## src/rtl/carpma_birimi_pkg.sv

```systemverilog
// Shared definitions for the multiply unit: operation encodings,
// tag width, operand magnitude and result-half selection helpers.
package carpma_paket;

   localparam int ETIKET_W = 5;

   typedef enum logic [1:0] {
      ISLEM_MUL    = 2'b00,
      ISLEM_MULH   = 2'b01,
      ISLEM_MULHSU = 2'b10,
      ISLEM_MULHU  = 2'b11
   } islem_e;

   // Negate a signed operand to its 32-bit unsigned magnitude.
   // 0x80000000 maps to itself, which is its correct magnitude.
   function automatic logic [31:0] buyukluk(input logic [31:0] x,
                                           input logic        isaretli);
      return (isaretli && x[31]) ? (~x + 32'd1) : x;
   endfunction

   function automatic logic [31:0] sonuc_sec(input islem_e      op,
                                            input logic [63:0] p);
      return (op == ISLEM_MUL) ? p[31:0] : p[63:32];
   endfunction

endpackage

```

## src/rtl/carpma_birimi_carpim_dizisi.sv

```systemverilog
// Combinational unsigned 32x32->64 multiplier: carry-save reduction
// of the partial products followed by one final carry-propagate adder.
// Ports: carpan_i, carpilan_i (operands), carpim_o (64-bit product).
module carpim_dizisi (
   input  logic [31:0] carpan_i,
   input  logic [31:0] carpilan_i,
   output logic [63:0] carpim_o
);

   logic [63:0] toplam;
   logic [63:0] elde;
   logic [63:0] kismi;
   logic [63:0] yeni_toplam;
   logic [63:0] yeni_elde;

   // Each row is a 3:2 compression of (sum, carry, partial product);
   // only the last step propagates carries.
   always_comb begin
      toplam      = '0;
      elde        = '0;
      kismi       = '0;
      yeni_toplam = '0;
      yeni_elde   = '0;
      for (int i = 0; i < 32; i++) begin
         kismi       = carpilan_i[i] ? ({32'd0, carpan_i} << i) : 64'd0;
         yeni_toplam = toplam ^ elde ^ kismi;
         yeni_elde   = ((toplam & elde) | (toplam & kismi)
                       | (elde & kismi)) << 1;
         toplam      = yeni_toplam;
         elde        = yeni_elde;
      end
   end

   assign carpim_o = toplam + elde;

endmodule

```

## src/rtl/carpma_birimi.sv

```systemverilog
// RV32M multiply unit: two registered stages (A: magnitudes/sign/op/tag,
// B: selected 32-bit result/tag) with valid/ready handshakes and flush.
// Ports: clk_i, rstn_i (async active-low), istek_* request handshake,
// islem_i op, islec0_i/islec1_i operands, etiket_i tag, temizle_i flush,
// sonuc_* result handshake, sonuc_o result, etiket_o result tag.
// Optional macro CARPMA_ONBELLEK_EN adds a one-entry product cache that
// lets a repeated product bypass stage A (latency 1 instead of 2).
module carpma_birimi
   import carpma_paket::*;
(
   input  logic                clk_i,
   input  logic                rstn_i,
   input  logic                istek_gecerli_i,
   output logic                istek_hazir_o,
   input  logic [1:0]          islem_i,
   input  logic [31:0]         islec0_i,
   input  logic [31:0]         islec1_i,
   input  logic [ETIKET_W-1:0] etiket_i,
   input  logic                temizle_i,
   output logic                sonuc_gecerli_o,
   input  logic                sonuc_hazir_i,
   output logic [31:0]         sonuc_o,
   output logic [ETIKET_W-1:0] etiket_o
);

   islem_e              istek_islem;
   logic                isaretli0;
   logic                isaretli1;
   logic [31:0]         istek_mag0;
   logic [31:0]         istek_mag1;
   logic                istek_neg;

   logic                a_gecerli_q, a_gecerli_d;
   logic [31:0]         a_mag0_q, a_mag0_d;
   logic [31:0]         a_mag1_q, a_mag1_d;
   logic                a_neg_q, a_neg_d;
   islem_e              a_islem_q, a_islem_d;
   logic [ETIKET_W-1:0] a_etiket_q, a_etiket_d;

   logic                b_gecerli_q, b_gecerli_d;
   logic [31:0]         b_sonuc_q, b_sonuc_d;
   logic [ETIKET_W-1:0] b_etiket_q, b_etiket_d;

   logic [63:0]         carpim;
   logic [63:0]         carpim_isaretli;
   logic                b_aktar;
   logic                b_bos;
   logic                a_ilerle;
   logic                kabul;
   logic                onbellek_isabet;
   logic [31:0]         onbellek_sonuc;

   // The low half of a product does not depend on operand signedness,
   // so MUL uses the same signed magnitude form as MULH; this lets a
   // MUL following a MULH on the same operands hit the product cache.
   always_comb begin
      istek_islem = islem_e'(islem_i);
      isaretli0   = 1'b0;
      isaretli1   = 1'b0;
      case (istek_islem)
         ISLEM_MUL:    begin isaretli0 = 1'b1; isaretli1 = 1'b1; end
         ISLEM_MULH:   begin isaretli0 = 1'b1; isaretli1 = 1'b1; end
         ISLEM_MULHSU: begin isaretli0 = 1'b1; isaretli1 = 1'b0; end
         default:      begin isaretli0 = 1'b0; isaretli1 = 1'b0; end
      endcase
      istek_mag0 = buyukluk(islec0_i, isaretli0);
      istek_mag1 = buyukluk(islec1_i, isaretli1);
      istek_neg  = (isaretli0 & islec0_i[31]) ^ (isaretli1 & islec1_i[31]);
   end

   carpim_dizisi u_dizi (
      .carpan_i   (a_mag0_q),
      .carpilan_i (a_mag1_q),
      .carpim_o   (carpim)
   );

   assign carpim_isaretli = a_neg_q ? (~carpim + 64'd1) : carpim;

   assign b_aktar  = b_gecerli_q & sonuc_hazir_i;
   assign b_bos    = !b_gecerli_q | b_aktar;
   assign a_ilerle = a_gecerli_q & b_bos;

   // Gated by rstn_i so the unit reports not-ready while held in reset.
   assign istek_hazir_o = rstn_i & !temizle_i & (!a_gecerli_q | a_ilerle);
   assign kabul         = istek_gecerli_i & istek_hazir_o;

`ifdef CARPMA_ONBELLEK_EN
   logic        onb_gecerli_q, onb_gecerli_d;
   logic [31:0] onb_mag0_q, onb_mag0_d;
   logic [31:0] onb_mag1_q, onb_mag1_d;
   logic        onb_neg_q, onb_neg_d;
   logic [63:0] onb_carpim_q, onb_carpim_d;

   always_comb begin
      onb_gecerli_d = onb_gecerli_q;
      onb_mag0_d    = onb_mag0_q;
      onb_mag1_d    = onb_mag1_q;
      onb_neg_d     = onb_neg_q;
      onb_carpim_d  = onb_carpim_q;
      if (temizle_i) begin
         onb_gecerli_d = 1'b0;
      end else if (a_ilerle) begin
         onb_gecerli_d = 1'b1;
         onb_mag0_d    = a_mag0_q;
         onb_mag1_d    = a_mag1_q;
         onb_neg_d     = a_neg_q;
         onb_carpim_d  = carpim_isaretli;
      end
   end

   // Bypass only when A is empty, so a hit can never overtake an
   // older request still in A.
   assign onbellek_isabet = kabul & onb_gecerli_q & !a_gecerli_q & b_bos
                          & (istek_mag0 == onb_mag0_q)
                          & (istek_mag1 == onb_mag1_q)
                          & (istek_neg == onb_neg_q);
   assign onbellek_sonuc  = sonuc_sec(istek_islem, onb_carpim_q);

   always_ff @(posedge clk_i or negedge rstn_i) begin
      if (!rstn_i) begin
         onb_gecerli_q <= 1'b0;
         onb_mag0_q    <= '0;
         onb_mag1_q    <= '0;
         onb_neg_q     <= 1'b0;
         onb_carpim_q  <= '0;
      end else begin
         onb_gecerli_q <= onb_gecerli_d;
         onb_mag0_q    <= onb_mag0_d;
         onb_mag1_q    <= onb_mag1_d;
         onb_neg_q     <= onb_neg_d;
         onb_carpim_q  <= onb_carpim_d;
      end
   end
`else
   assign onbellek_isabet = 1'b0;
   assign onbellek_sonuc  = '0;
`endif

   always_comb begin
      a_gecerli_d = a_gecerli_q;
      a_mag0_d    = a_mag0_q;
      a_mag1_d    = a_mag1_q;
      a_neg_d     = a_neg_q;
      a_islem_d   = a_islem_q;
      a_etiket_d  = a_etiket_q;
      b_gecerli_d = b_gecerli_q;
      b_sonuc_d   = b_sonuc_q;
      b_etiket_d  = b_etiket_q;
      if (temizle_i) begin
         a_gecerli_d = 1'b0;
         b_gecerli_d = 1'b0;
      end else begin
         if (a_ilerle) begin
            b_gecerli_d = 1'b1;
            b_sonuc_d   = sonuc_sec(a_islem_q, carpim_isaretli);
            b_etiket_d  = a_etiket_q;
         end else if (onbellek_isabet) begin
            b_gecerli_d = 1'b1;
            b_sonuc_d   = onbellek_sonuc;
            b_etiket_d  = etiket_i;
         end else if (b_aktar) begin
            b_gecerli_d = 1'b0;
         end
         if (kabul && !onbellek_isabet) begin
            a_gecerli_d = 1'b1;
            a_mag0_d    = istek_mag0;
            a_mag1_d    = istek_mag1;
            a_neg_d     = istek_neg;
            a_islem_d   = istek_islem;
            a_etiket_d  = etiket_i;
         end else if (a_ilerle) begin
            a_gecerli_d = 1'b0;
         end
      end
   end

   always_ff @(posedge clk_i or negedge rstn_i) begin
      if (!rstn_i) begin
         a_gecerli_q <= 1'b0;
         a_mag0_q    <= '0;
         a_mag1_q    <= '0;
         a_neg_q     <= 1'b0;
         a_islem_q   <= ISLEM_MUL;
         a_etiket_q  <= '0;
         b_gecerli_q <= 1'b0;
         b_sonuc_q   <= '0;
         b_etiket_q  <= '0;
      end else begin
         a_gecerli_q <= a_gecerli_d;
         a_mag0_q    <= a_mag0_d;
         a_mag1_q    <= a_mag1_d;
         a_neg_q     <= a_neg_d;
         a_islem_q   <= a_islem_d;
         a_etiket_q  <= a_etiket_d;
         b_gecerli_q <= b_gecerli_d;
         b_sonuc_q   <= b_sonuc_d;
         b_etiket_q  <= b_etiket_d;
      end
   end

   assign sonuc_gecerli_o = b_gecerli_q;
   assign sonuc_o         = b_sonuc_q;
   assign etiket_o        = b_etiket_q;

endmodule

```

## config.mk

```make
export PLATFORM = sky130hd
export DESIGN_NAME = carpma_birimi
export DESIGN_NICKNAME = d
export VERILOG_FILES = /design/src/rtl/carpma_birimi_pkg.sv /design/src/rtl/carpma_birimi_carpim_dizisi.sv /design/src/rtl/carpma_birimi.sv
export SDC_FILE = /design/constraint.sdc
export NUM_CORES = 2
export LEC_CHECK = 0
export BUFFER_PORTS_ARGS = -buffer_cell sky130_fd_sc_hd__buf_2
export CAP_MARGIN = 30
export CORE_ASPECT_RATIO = 1.25
export CORE_MARGIN = 1
export CORE_UTILIZATION = 55
export DETAILED_ROUTE_END_ITERATION = 16
export PLACE_DENSITY = 0.82
export SLEW_MARGIN = 10
export SYNTH_ARGS = -nofsm -noshare
export SYNTH_HDL_FRONTEND = slang
export SYNTH_SLANG_ARGS = --single-unit
```

## constraint.sdc

```tcl
create_clock -name clk_i -period 19.07 [get_ports clk_i]
set_input_delay 2.8605 -clock clk_i [delete_from_list [all_inputs] [get_ports clk_i]]
set_output_delay 2.8605 -clock clk_i [all_outputs]
set_load 0.01 [all_outputs]
```

==> key figures <==
Run status
  • Status: complete, no violations

Cells and area
  • Antenna diode count: 0
  • Final #Nets: 4626
  • Finished Cell Area: 36180 um^2
  • Layout cells sized above 1: 9.865%
  • Synthesis-to-finish area growth: 6.676%
  • Fill cells: 4967

CTS
  • Reg clk slew, reported paths: 0.08 ns
  • Post-CTS Hold Buffers: 0
  • TritonCTS clock tree: yes
  • Root Buffer: clkbuf_16
  • H-tree levels: 3
  • Clock Sinks: 111
  • CTS Buf Count: 9
  • Maximum clock path buffer count: 2
  • Clk_lat worst skew: 0.39 ns

Logic synthesis
  • EDFF count, synth: 0
  • Mapped Avg Cell Area: 9.478 um^2
  • Cells after synthesis: 3579
  • Dominant synthesized flop cell: dfrtp_1
  • Top cells by instance count after synthesis: nand2_1 (1098), fa_1 (931), clkbuf_1 (246)
  • Unique masters post-synth: 81
  • Count leader, synth: nand2_1
  • Yosys Warn Count: 0
  • Synth top area share: 54.95%
  • Cell Area, Synth: 33920 um^2
  • Fraction of registers with async set/reset: 100.0%
  • Ranking of synthesized cells by area: fa_1 (55%), nand2_1 (12%), dfrtp_1 (8.2%)
  • Register area share after synthesis: 8.189%
  • Yosys reg bits: 111
  • Syn_nets: 4651
  • Leading area contributor after synthesis: fa_1

Setup path
  • Reg2reg setup slack: 0.24 ns
  • CP Launch Type: flip-flop
  • R2R Path Start: a_mag1_q[0]
  • FF-to-FF End: sonuc_o[28]
  • Crit-path most repeated cell: fa_2
  • Worst r2r path cells: 50
  • Req. time, crit path: 19.34 ns
  • Worst path max stage delay: 0.57 ns
  • Setup Crit Path Kind: flip-flop to flip-flop
  • Arrival time at the worst endpoint: 19.10 ns
  • Worst Setup End Kind: flip-flop
  • Cell with the largest stage delay on the worst path: or4_4
  • CP Max Fanout: 8

GRT
  • Global route overflow: 0
  • Number of global-route vias before repair: 26720
  • Initial antenna violation count: 0
  • GRT Util Overall: 25.42%
  • First-pass GRT wire length: 128900 um
  • Largest net degree at the start of global routing: 79

Placement
  • HPWL after DPL: 65180 um
  • DP Area: 35440 um^2
  • DP Worst Slack: 0.01603 ns
  • Buffers on Ports: 114
  • RePlAce Congestion: 0.9471

Route
  • Via density: 5.737
  • Drt pass-1 iters: 7
  • DRC Markers: 0
  • DR WL/cell: 17.59 um
  • Initial DRC count: 1356
  • Routed length on met2: 40660 um
  • Antenna-violating nets left: 0
  • Uppermost layer routed: met4
  • Metal-1 WL: 30360 um
  • Total Wirelength: 77100 um
  • Met3 wire length: 3013 um
  • Via count: 25140

Floorplanning
  • Core area: 60910 um^2
  • Die area: 62680 um^2
  • Top-Level Pins: 115
  • Initial Util: 55.69%
  • Row count: 101
  • Chip Height: 279.7 um
  • Chip Width: 224.1 um

Timing
  • Slew Viols, Final: 0
  • Min Tclk post-route: 18.83 ns
  • Fmax: 0.05311 GHz
  • Setup slack after layout: 0.2397 ns
  • Final count of hold timing violations: 0
  • Least-Margin Pin Slew: 0.9263 ns
  • Setup Skew: 0.01855 ns
  • Final worst-path cycle share: 98.74%
  • Final setup fails: 0
  • RSZ-0062 raised after global routing: yes
  • Hold Slack: 0.4721 ns
  • Slew headroom: 37.67%

Hold path
  • Min-delay src: etiket_o[2]
  • Hold Path Stages: 2
  • Hold/Removal Path Class: flip-flop to flip-flop
  • Hold path endpoint: etiket_o[2]

Flow run
  • Max cap viols: 0
==> layer usage <==
metal,GRT usage (%),up-vias
met4,9.519,0
met3,2.255,166
met5,0,-
li1,-,11048
met2,46.31,599
met1,31.31,13327
==> state kept, by name, indices dropped and copies added, names as in the netlist <==
signal / cells
a_mag0_q: 32
a_mag1_q: 32
a_etiket_q: 5
a_neg_q: 1
sonuc_o: 32
a_gecerli_q: 1
sonuc_gecerli_o: 1
a_islem_q: 2
etiket_o: 5
==> critical path: cells and delay by family (launching register included) <==
kind            cells  cell delay (ns)
buf+inv             5             0.47
mux                 1             0.08
fa+ha+maj          33            14.68
compound gates      7             1.69
simple gates        3             1.00
flops               1             0.55
xor+xnor            1             0.23
==> through the flow <==
step | util (%) | instances | TNS, ns
6_report | 59.41 | 4382 | 0
2_1_floorplan | - | 3579 | 0
4_1_cts | 58.64 | 4367 | 0
5_1_grt | 59.41 | 4382 | -1.405
3_5_place_dp | 58.18 | 4352 | 0
3_3_place_gp | 57.66 | 4337 | 0
==> worst max-delay path by stage <==
| stage | start | to | slack [ns] | depth (start not counted) |
|---|---|---|---|---|
| detailed placement | a_mag1_q[0] | sonuc_o[28] | 0.02 | 47 |
| finish | a_mag1_q[0] | sonuc_o[28] | 0.24 | 50 |
| global placement | a_mag1_q[0] | sonuc_o[15] | 0.23 | 47 |
| CTS | a_mag1_q[1] | sonuc_o[28] | 0.05 | 47 |
| global route | a_mag1_q[1] | sonuc_o[28] | -0.25 | 50 |
| floorplan | a_mag1_q[0] | sonuc_o[28] | 0.71 | 49 |
==> cells in the final DEF, fill, tap and decap left out, drive strengths merged, types with 7 or more instances in the layout <==
cell type,synthesis,final
nand3,25,25
nand4,10,10
o31ai,31,31
nor4,18,18
xnor2,67,67
fa,931,931
or3,18,18
nor2,86,86
buf,13,220
dfrtp,111,111
or2,8,8
clkbuf,246,12
mux2,9,9
a21o,13,13
o41ai,11,11
o21ai,151,151
nor3,30,30
and3,7,7
xor2,50,50
a21oi,93,93
a31oi,14,14
inv,223,226
or4,13,13
and2,130,130
a211oi,11,11
nand2b,17,17
ha,65,65
nand2,1098,1098
==> cell type report <==
class	count	area, um^2	share of cell area (%)
clock buffer	9	225.2	0.6224
inverter	224	840.8	2.324
timing repair buffer	223	1645	4.547
sequential	111	2785	7.697
clock inverter	6	52.55	0.1452
multi-input combinational	2985	29600	81.82
tap	824	1031	2.849
==> cell families after synthesis <==
family,after synthesis,share of synthesized area (%)
simple gates,1480,18.55
fa+ha+maj,996,57.34
buf+inv,483,5.444
compound gates,376,6.887
xor+xnor,117,3.043
flops,111,8.189
mux,16,0.5422
==> repair_timing <==
item                                    in CTS  in global routing
gates resized for setup                      1                 89
pin swaps                                    0                 13
buffers inserted                             0                 12
gates cloned                                 0                  0
endpoints found under the setup margin       2                 24
Power is left out: the tool's default activity adds up to more than one toggle a clock period on the data nets, which glitch-free logic cannot reach.
